$ cat src/rtl/redmule_pkg.sv
// rtl/redmule_pkg.sv - shared types and helpers for the RedMulE tile-loop scheduler
// Purpose : scheduler state encoding, performance-counter bundle, W tile size helper.
// Contents: sched_state_e, sched_perf_t, tile_beats().
package redmule_pkg;

  typedef enum logic [1:0] {
    IDLE  = 2'd0,
    LOAD  = 2'd1,
    STORE = 2'd2,
    DONE  = 2'd3
  } sched_state_e;

  typedef struct packed {
    logic [31:0] cycles;
    logic [31:0] stall;
  } sched_perf_t;

  // A W tile has to fill every FMA pipeline slot of every engine row.
  function automatic int unsigned tile_beats(int unsigned num_pipe_regs, int unsigned height);
    return (num_pipe_regs + 1) * height;
  endfunction

endpackage

$ cat src/rtl/redmule_tile_sched_if.sv
// rtl/redmule_tile_sched_if.sv - X/W/Z beat handshake bundle between scheduler and streamer
// Purpose : groups the three valid/ready beat channels.
// Ports   : master = scheduler (drives *_valid, samples *_ready);
//           slave  = streamer  (samples *_valid, drives *_ready).
interface redmule_tile_sched_if;
  logic x_valid;
  logic x_ready;
  logic w_valid;
  logic w_ready;
  logic z_valid;
  logic z_ready;

  modport master (output x_valid, w_valid, z_valid, input x_ready, w_ready, z_ready);
  modport slave  (input x_valid, w_valid, z_valid, output x_ready, w_ready, z_ready);
endinterface

$ cat src/rtl/redmule_beat_cnt.sv
// rtl/redmule_beat_cnt.sv - valid/ready beat counter with terminal count and sync clear
// Purpose : raises valid while enabled until Count beats are accepted, then holds done.
// Ports   : clk_i, rst_ni (async active-low), clear_i (sync), en_i, ready_i,
//           valid_o (beat offered), done_o (Count beats accepted, including the
//           beat accepted this cycle).
module redmule_beat_cnt #(
  parameter int unsigned Count = 8
) (
  input  logic clk_i,
  input  logic rst_ni,
  input  logic clear_i,
  input  logic en_i,
  input  logic ready_i,
  output logic valid_o,
  output logic done_o
);

  localparam int unsigned CW = $clog2(Count + 1);

  logic [CW-1:0] cnt_q;
  logic          done_q;
  logic          last;

  assign valid_o = en_i && !done_q;
  assign last    = valid_o && ready_i && (cnt_q == CW'(Count - 1));
  // Reporting done in the cycle of the final beat lets the scheduler advance
  // without an idle bubble between tiles.
  assign done_o  = done_q || last;

  always_ff @(posedge clk_i or negedge rst_ni) begin
    if (!rst_ni) begin
      cnt_q  <= '0;
      done_q <= 1'b0;
    end else if (clear_i) begin
      cnt_q  <= '0;
      done_q <= 1'b0;
    end else if (valid_o && ready_i) begin
      cnt_q <= cnt_q + CW'(1);
      if (last) done_q <= 1'b1;
    end
  end

endmodule

$ cat src/rtl/redmule_tile_sched.sv
// rtl/redmule_tile_sched.sv - RedMulE tile-loop scheduler (m outer, k middle, n inner)
// Purpose : sequences X/W tile loads and Z tile stores toward the streamer.
// Ports   : clk_i, rst_ni (async active-low); clear_i, first_load_i, sched_rst_i,
//           cfg_valid_i, m/n/k_tiles_i from the controller; bus (master modport of
//           redmule_tile_sched_if); w_loaded_o, done_o, busy_o, m/n/k_idx_o.
// Option  : REDMULE_SCHED_PERF_EN adds perf_cycles_o and perf_stall_o.
module redmule_tile_sched
  import redmule_pkg::*;
#(
  parameter int unsigned Height      = 4,
  parameter int unsigned Width       = 8,
  parameter int unsigned NumPipeRegs = 3,
  parameter int unsigned CntWidth    = 16
) (
  input  logic                clk_i,
  input  logic                rst_ni,
  input  logic                clear_i,
  input  logic                first_load_i,
  input  logic                sched_rst_i,
  input  logic                cfg_valid_i,
  input  logic [CntWidth-1:0] m_tiles_i,
  input  logic [CntWidth-1:0] n_tiles_i,
  input  logic [CntWidth-1:0] k_tiles_i,
  redmule_tile_sched_if.master bus,
  output logic                w_loaded_o,
  output logic                done_o,
  output logic                busy_o,
  output logic [CntWidth-1:0] m_idx_o,
  output logic [CntWidth-1:0] n_idx_o,
  output logic [CntWidth-1:0] k_idx_o
`ifdef REDMULE_SCHED_PERF_EN
  ,
  output logic [31:0]         perf_cycles_o,
  output logic [31:0]         perf_stall_o
`endif
);

  localparam int unsigned Tile = tile_beats(NumPipeRegs, Height);

  sched_state_e        state_q, state_d;
  logic [CntWidth-1:0] m_cnt_q, n_cnt_q, k_cnt_q;
  logic [CntWidth-1:0] m_q, n_q, k_q, m_d, n_d, k_d;
  logic                w_loaded_q, done_q;
  logic                soft_clr, start, beat_clr, cnt_clr;
  logic                x_valid, w_valid, z_valid, x_done, w_done, z_done;
  logic                first_tile, w_first_done, zero_cfg;

  // Leaving FINISHED behaves exactly like a soft clear.
  assign soft_clr     = clear_i | sched_rst_i;
  assign start        = (state_q == IDLE) && first_load_i && cfg_valid_i;
  assign zero_cfg     = (m_tiles_i == '0) || (n_tiles_i == '0) || (k_tiles_i == '0);
  assign cnt_clr      = soft_clr | beat_clr;
  assign first_tile   = (m_q == '0) && (n_q == '0) && (k_q == '0);
  assign w_first_done = (state_q == LOAD) && first_tile && w_done;

  redmule_beat_cnt #(.Count(Width)) i_x_cnt (
    .clk_i, .rst_ni, .clear_i(cnt_clr), .en_i(state_q == LOAD),
    .ready_i(bus.x_ready), .valid_o(x_valid), .done_o(x_done)
  );

  redmule_beat_cnt #(.Count(Tile)) i_w_cnt (
    .clk_i, .rst_ni, .clear_i(cnt_clr), .en_i(state_q == LOAD),
    .ready_i(bus.w_ready), .valid_o(w_valid), .done_o(w_done)
  );

  redmule_beat_cnt #(.Count(Width)) i_z_cnt (
    .clk_i, .rst_ni, .clear_i(cnt_clr), .en_i(state_q == STORE),
    .ready_i(bus.z_ready), .valid_o(z_valid), .done_o(z_done)
  );

  always_comb begin
    state_d  = state_q;
    m_d      = m_q;
    n_d      = n_q;
    k_d      = k_q;
    beat_clr = 1'b0;
    unique case (state_q)
      IDLE: begin
        if (start) state_d = zero_cfg ? DONE : LOAD;
      end
      LOAD: begin
        if (x_done && w_done) begin
          beat_clr = 1'b1;
          if (n_q != n_cnt_q - CntWidth'(1)) n_d = n_q + CntWidth'(1);
          else                               state_d = STORE;
        end
      end
      STORE: begin
        if (z_done) begin
          beat_clr = 1'b1;
          n_d      = '0;
          state_d  = LOAD;
          if (k_q != k_cnt_q - CntWidth'(1)) begin
            k_d = k_q + CntWidth'(1);
          end else begin
            k_d = '0;
            if (m_q == m_cnt_q - CntWidth'(1)) state_d = DONE;
            else                               m_d = m_q + CntWidth'(1);
          end
        end
      end
      DONE: ;
      default: state_d = IDLE;
    endcase
  end

  always_ff @(posedge clk_i or negedge rst_ni) begin
    if (!rst_ni) begin
      state_q    <= IDLE;
      {m_cnt_q, n_cnt_q, k_cnt_q} <= '0;
      {m_q, n_q, k_q} <= '0;
      w_loaded_q <= 1'b0;
      done_q     <= 1'b0;
    end else if (soft_clr) begin
      state_q    <= IDLE;
      {m_cnt_q, n_cnt_q, k_cnt_q} <= '0;
      {m_q, n_q, k_q} <= '0;
      w_loaded_q <= 1'b0;
      done_q     <= 1'b0;
    end else begin
      state_q <= state_d;
      m_q     <= m_d;
      n_q     <= n_d;
      k_q     <= k_d;
      done_q  <= (state_q != DONE) && (state_d == DONE);
      if (start) begin
        m_cnt_q <= m_tiles_i;
        n_cnt_q <= n_tiles_i;
        k_cnt_q <= k_tiles_i;
      end
      if (w_first_done) w_loaded_q <= 1'b1;
    end
  end

  assign bus.x_valid = x_valid;
  assign bus.w_valid = w_valid;
  assign bus.z_valid = z_valid;
  // Combinational term makes w_loaded visible in the cycle of the last W beat.
  assign w_loaded_o  = w_loaded_q | w_first_done;
  assign done_o      = done_q;
  assign busy_o      = (state_q != IDLE);
  assign m_idx_o     = m_q;
  assign n_idx_o     = n_q;
  assign k_idx_o     = k_q;

`ifdef REDMULE_SCHED_PERF_EN
  sched_perf_t perf_q;
  logic        stall;

  assign stall = (x_valid & ~bus.x_ready) | (w_valid & ~bus.w_ready) | (z_valid & ~bus.z_ready);

  // Counts only while tiles are moving, so values hold through DONE and IDLE.
  always_ff @(posedge clk_i or negedge rst_ni) begin
    if (!rst_ni) begin
      perf_q <= '0;
    end else if (clear_i || (start && !sched_rst_i)) begin
      perf_q <= '0;
    end else if ((state_q == LOAD) || (state_q == STORE)) begin
      if (perf_q.cycles != '1)         perf_q.cycles <= perf_q.cycles + 32'd1;
      if (stall && perf_q.stall != '1) perf_q.stall  <= perf_q.stall + 32'd1;
    end
  end

  assign perf_cycles_o = perf_q.cycles;
  assign perf_stall_o  = perf_q.stall;
`endif

endmodule
$ cat src/flat_wrapper.sv
// flat-port wrapper written by rule: the top's interface ports become plain ports
module redmule_tile_sched_flat import redmule_pkg::*;
#(
  parameter int unsigned Height      = 4,
  parameter int unsigned Width       = 8,
  parameter int unsigned NumPipeRegs = 3,
  parameter int unsigned CntWidth    = 16
)
  (clk_i, rst_ni, clear_i, first_load_i, sched_rst_i, cfg_valid_i, m_tiles_i, n_tiles_i, k_tiles_i, w_loaded_o, done_o, busy_o, m_idx_o, n_idx_o, k_idx_o, bus_x_valid, bus_w_valid, bus_z_valid, bus_x_ready, bus_w_ready, bus_z_ready);
  redmule_tile_sched_if bus_i ();
  input  logic clk_i;
  input  logic rst_ni;
  input  logic clear_i;
  input  logic first_load_i;
  input  logic sched_rst_i;
  input  logic cfg_valid_i;
  input  logic [CntWidth-1:0] m_tiles_i;
  input  logic [CntWidth-1:0] n_tiles_i;
  input  logic [CntWidth-1:0] k_tiles_i;
  output logic w_loaded_o;
  output logic done_o;
  output logic busy_o;
  output logic [CntWidth-1:0] m_idx_o;
  output logic [CntWidth-1:0] n_idx_o;
  output logic [CntWidth-1:0] k_idx_o;
  output wire logic [$bits(bus_i.x_valid)-1:0] bus_x_valid;
  output wire logic [$bits(bus_i.w_valid)-1:0] bus_w_valid;
  output wire logic [$bits(bus_i.z_valid)-1:0] bus_z_valid;
  input wire logic [$bits(bus_i.x_ready)-1:0] bus_x_ready;
  input wire logic [$bits(bus_i.w_ready)-1:0] bus_w_ready;
  input wire logic [$bits(bus_i.z_ready)-1:0] bus_z_ready;
  assign bus_x_valid = bus_i.x_valid;
  assign bus_w_valid = bus_i.w_valid;
  assign bus_z_valid = bus_i.z_valid;
  assign bus_i.x_ready = bus_x_ready;
  assign bus_i.w_ready = bus_w_ready;
  assign bus_i.z_ready = bus_z_ready;
  redmule_tile_sched #(.Height(Height), .Width(Width), .NumPipeRegs(NumPipeRegs), .CntWidth(CntWidth)) u_core (.clk_i(clk_i), .rst_ni(rst_ni), .clear_i(clear_i), .first_load_i(first_load_i), .sched_rst_i(sched_rst_i), .cfg_valid_i(cfg_valid_i), .m_tiles_i(m_tiles_i), .n_tiles_i(n_tiles_i), .k_tiles_i(k_tiles_i), .bus(bus_i), .w_loaded_o(w_loaded_o), .done_o(done_o), .busy_o(busy_o), .m_idx_o(m_idx_o), .n_idx_o(n_idx_o), .k_idx_o(k_idx_o));
endmodule
$ cat config.mk
export PLATFORM = sky130hd
export DESIGN_NAME = redmule_tile_sched_flat
export DESIGN_NICKNAME = d
export VERILOG_FILES = /design/src/rtl/redmule_pkg.sv /design/src/rtl/redmule_tile_sched_if.sv /design/src/rtl/redmule_beat_cnt.sv /design/src/rtl/redmule_tile_sched.sv /design/src/flat_wrapper.sv
export SDC_FILE = /design/constraint.sdc
export NUM_CORES = 1
export LEC_CHECK = 0
export ABC_AREA = 1
export CORE_MARGIN = 3
export CORE_UTILIZATION = 52
export CTS_BUF_LIST = sky130_fd_sc_hd__clkbuf_2 sky130_fd_sc_hd__clkbuf_4 sky130_fd_sc_hd__clkbuf_8
export CTS_CLUSTER_SIZE = 24
export DETAILED_ROUTE_END_ITERATION = 8
export PLACE_DENSITY_LB_ADDON = 0.1
export REMOVE_ABC_BUFFERS = 1
export SYNTH_ARGS = -nofsm -noshare
export SYNTH_HDL_FRONTEND = slang
export SYNTH_SLANG_ARGS = --single-unit
$ cat constraint.sdc
create_clock -name clk_i -period 2.2 [get_ports clk_i]
set_input_delay 0.22 -clock clk_i [delete_from_list [all_inputs] [get_ports clk_i]]
set_output_delay 0.22 -clock clk_i [all_outputs]
set_load 0.01 [all_outputs]
==> impl_results.md <==
* Final count of negative-setup-slack endpoints at 19
* Sort of element at the start of the critical path: flop
* Sequential fraction of the synthesis area at 0.354
* Library cell with the highest instance count after synthesis: nand2_1
* Number of global-route vias before repair at 8,276
* Fraction of power consumed by combinational cells at 0.193
* Router iterations before antenna repair at 5
* Global-route wire length before repair at 41,500 µm
* Final weighted congestion in routability-driven placement at ~0.97
* Leak pwr at 5.72 nW
* Number of clock buffers inserted by TritonCTS at 17
* Highest clock frequency the design can meet at 435 MHz
* Asr flop ratio synth at 1.00
* Initial core utilization at 0.535
* Data arrival time of the critical path at 2.08 ns
* Synth top cells by count: nand2_1, inv_1, nor2_1
* Clock transition time at the flip-flop clock pins of the worst setup and hold paths at 0.08 ns
* Dpl hpwl at 18,400 µm
* Cells after synthesis at approximately 1.2k
* Hold/Removal Path Class: in2async
* Number of nets at the end of the flow at 1,484
* Worst Clk Skew at 0.0105 ns
* Overall global routing resource usage at 0.292
* Number of antenna violations at the first check in global routing at 0
* Startpoint of the most critical register-to-register path: u_core.k_cnt_q[0]
* Number of diodes added for antenna fixing at 0
* Max-slew headroom at 0.600
* Per-instance average area after synthesis at 7.00 µm²
* Violated checks: negative setup slack
* Sum of routed wire segments on met1 at roughly 12,000 µm
* Quantity of I/O buffers inserted on ports at 110
* Hold violation count in the final report at 0
* Slew at the pin closest to its max-slew limit at ~0.60 ns
* Area growth from synthesis to final layout at 43.4%
* Worst Setup End Kind: output pin
* Net switching power at 1.66 mW
* Slack of the critical path at -0.0972 ns
* Maximum number of pins on one net before global-route repair at 60
* Number of sinks handled by clock tree synthesis at 116
* Hold Slack at 0.142 ns
* Critical Path RT at 1.98 ns
* Drt total wl at 26,100 µm
* Number of standard cells in the layout, taps in and fillers out at approximately 1.6k
* CTS tree: done
* Number of slew-limit violations in the final report at 0
* Routed Antenna Nets at 0
* Maximum clock path buffer count at 2
* Core box area at between 15,000 and 20,000 µm²
* Internal Dissipation at ~3.5 mW
* Met2 Routed Length at about 13,000 µm
* Uppermost signal routing layer after detailed routing: met4
* Setup repair after global routing missed its margin: true
* Warnings from Yosys at 0
* Cell area after technology mapping at between 8000 and 9000 µm²
* CP Launch Point: u_core.n_idx_o[9]
* DR DRC count at 0
* Number of synthesized register bits at 116
* Vias at 8,889
* Sum of overflow across all layers after global routing at 0
* Fin area at 11,800 µm²
* Number of synthesized flops with an enable pin at 0
* Die footprint at about 17,000 µm²
* Die Width at 132 µm
* Clock latency on the worst-skew pair at between 0.4 and 0.5 ns
* Outcome: finished with violations
* Initial DRC count at between 800 and 900
* Total power density per cell area at 439 nW/µm²
* Average wire per cell in the routed design at approximately 16 µm
* Final worst path period need at between 2 and 2.5 ns
* Synth unique cells at 39
* Clk pwr share at 0.384
* Maximum capacitance violations at 0
* Primary FF master, synth: dfrtp_1
* Peak fanout along the critical path at 2
* Number of instances in the placed design at 1,579
* Switch share at 0.322
* Post-DR vias/cell at 5.44
* Leading post-synthesis cells by cell area: dfrtp_1, nand2_1, nand3_1
* Placed cell area at 10,400 µm²
* Type of the setup path with the least slack: reg2out
* Boundary Pins at 111
* Number of levels the H-tree was split into at 4
* Final period util at 1.04
* Cell type with the highest aggregate area in the netlist: dfrtp_1
* Layout cells sized above 1 at 0.247
* Total met3 wirelength after detailed routing at 1700 µm
* IR drop worst, VDD at 0.000402 V
* Share of Yosys cell area claimed by the top area cell type at 0.354
* Proportion of power drawn by flip-flops and latches at 0.422
* Filler Cell Count at 1,170
* Die outline height at 132 µm
* Row count at 45
* Clock Tree Root: clkbuf_8
kinds of logic after synthesis:
logic type / after synthesis / share of synthesized area
flops: 116 / 0.354
buf+inv: 180 / 0.0880
compound gates: 104 / 0.0677
simple gates: 675 / 0.381
xor+xnor: 78 / 0.0834
fa+ha+maj: 17 / 0.0260
through the flow:
step	util	setup slack [ns]	setup TNS, ns	power, mW
after global placement	0.681	-0.141	-3.74	3.03
after global routing	0.767	-0.256	-6.46	5.37
after CTS	0.726	-0.182	-0.182	5.03
after detailed placement	0.681	-0.192	-6.10	3.04
after floorplan	-	-2.44	-230.36	2.64
final	0.767	-0.0972	-1.07	5.15
sequential cells by signal, indices dropped and copies added (netlist names):
name                   cells
u_core.m_cnt_q            16
u_core.n_cnt_q            16
u_core.state_q             2
u_core.n_idx_o            16
u_core.i_w_cnt.done_q      1
u_core.i_z_cnt.done_q      1
u_core.w_loaded_q          1
u_core.i_z_cnt.cnt_q       4
u_core.m_idx_o            16
u_core.k_idx_o            16
u_core.i_w_cnt.cnt_q       5
u_core.i_x_cnt.cnt_q       4
u_core.k_cnt_q            16
u_core.done_o              1
u_core.i_x_cnt.done_q      1
critical path: stages (launching register included):
cell     delay (ns)
dfrtp_1        0.41
nor4_4         0.31
nand4_1        0.19
nor4_2         0.20
buf_4          0.16
nand4_1        0.10
nand2_1        0.11
buf_2          0.13
cell type report:
class,count,area [µm²],share of cell area
Sequential cell,116,2910,0.248
Clock inverter,15,149,0.0127
Clock buffer,17,234,0.0199
Timing Repair Buffer,256,2420,0.206
Multi-Input combinational cell,875,5230,0.445
Inverter,144,546,0.0464
Tap cell,211,264,0.0225
layout by cell type, fill, tap and decap left out, types with 23 or more instances in the layout:
master / netlist / routed
o21ai_0: 62 / 55
buf_4: 1 / 122
dfrtp_1: 116 / 111
nand3_1: 126 / 108
nand2_1: 280 / 246
inv_1: 138 / 122
xor2_1: 63 / 61
nor2_1: 127 / 95
nand2_2: 12 / 39
nor2_4: 4 / 23
nand4_1: 42 / 42
clkdlybuf4s50_1: 0 / 105
power groups by stage:
stage	sequential, mW	combinational [mW]	clock [mW]
2_1_floorplan	2.22	0.419	0
3_3_place_gp	2.22	0.817	0
3_5_place_dp	2.22	0.825	0
4_1_cts	2.17	0.864	1.99
5_1_grt	2.18	1.09	2.10
6_report	2.18	0.996	1.98
per-layer routing:
metal,track usage,vias up
met4,0.0735,0
met3,0.0528,45
met1,0.414,4204
met2,0.466,336
met5,0,-
li1,-,4304
final timing paths:
kind                                            to  cells past startpoint  slack (ns)
worst min-delay path             u_core.n_cnt_q[3]                      2        0.14
max in group asynchronous        u_core.state_q[1]                      3        1.48
worst min register to register  u_core.m_cnt_q[15]                      2        0.54
min in group clk_i              u_core.m_cnt_q[12]                      3        0.35
worst max register to register  u_core.m_idx_o[15]                     21       -0.07
worst max-delay path                    w_loaded_o                      7        -0.1
repair_timing:
| item | CTS | global route |
|---|---|---|
| cloned | 1 | 3 |
| setup endpoints to repair | 62 | 69 |
| hold buffers | 1 | 0 |
| buffers inserted | 10 | 8 |
| gates resized for setup | 54 | 145 |
| hold endpoints to repair | 116 | 0 |
| pin swaps | 18 | 51 |
Note: power is estimated with default switching activity, not from simulation.
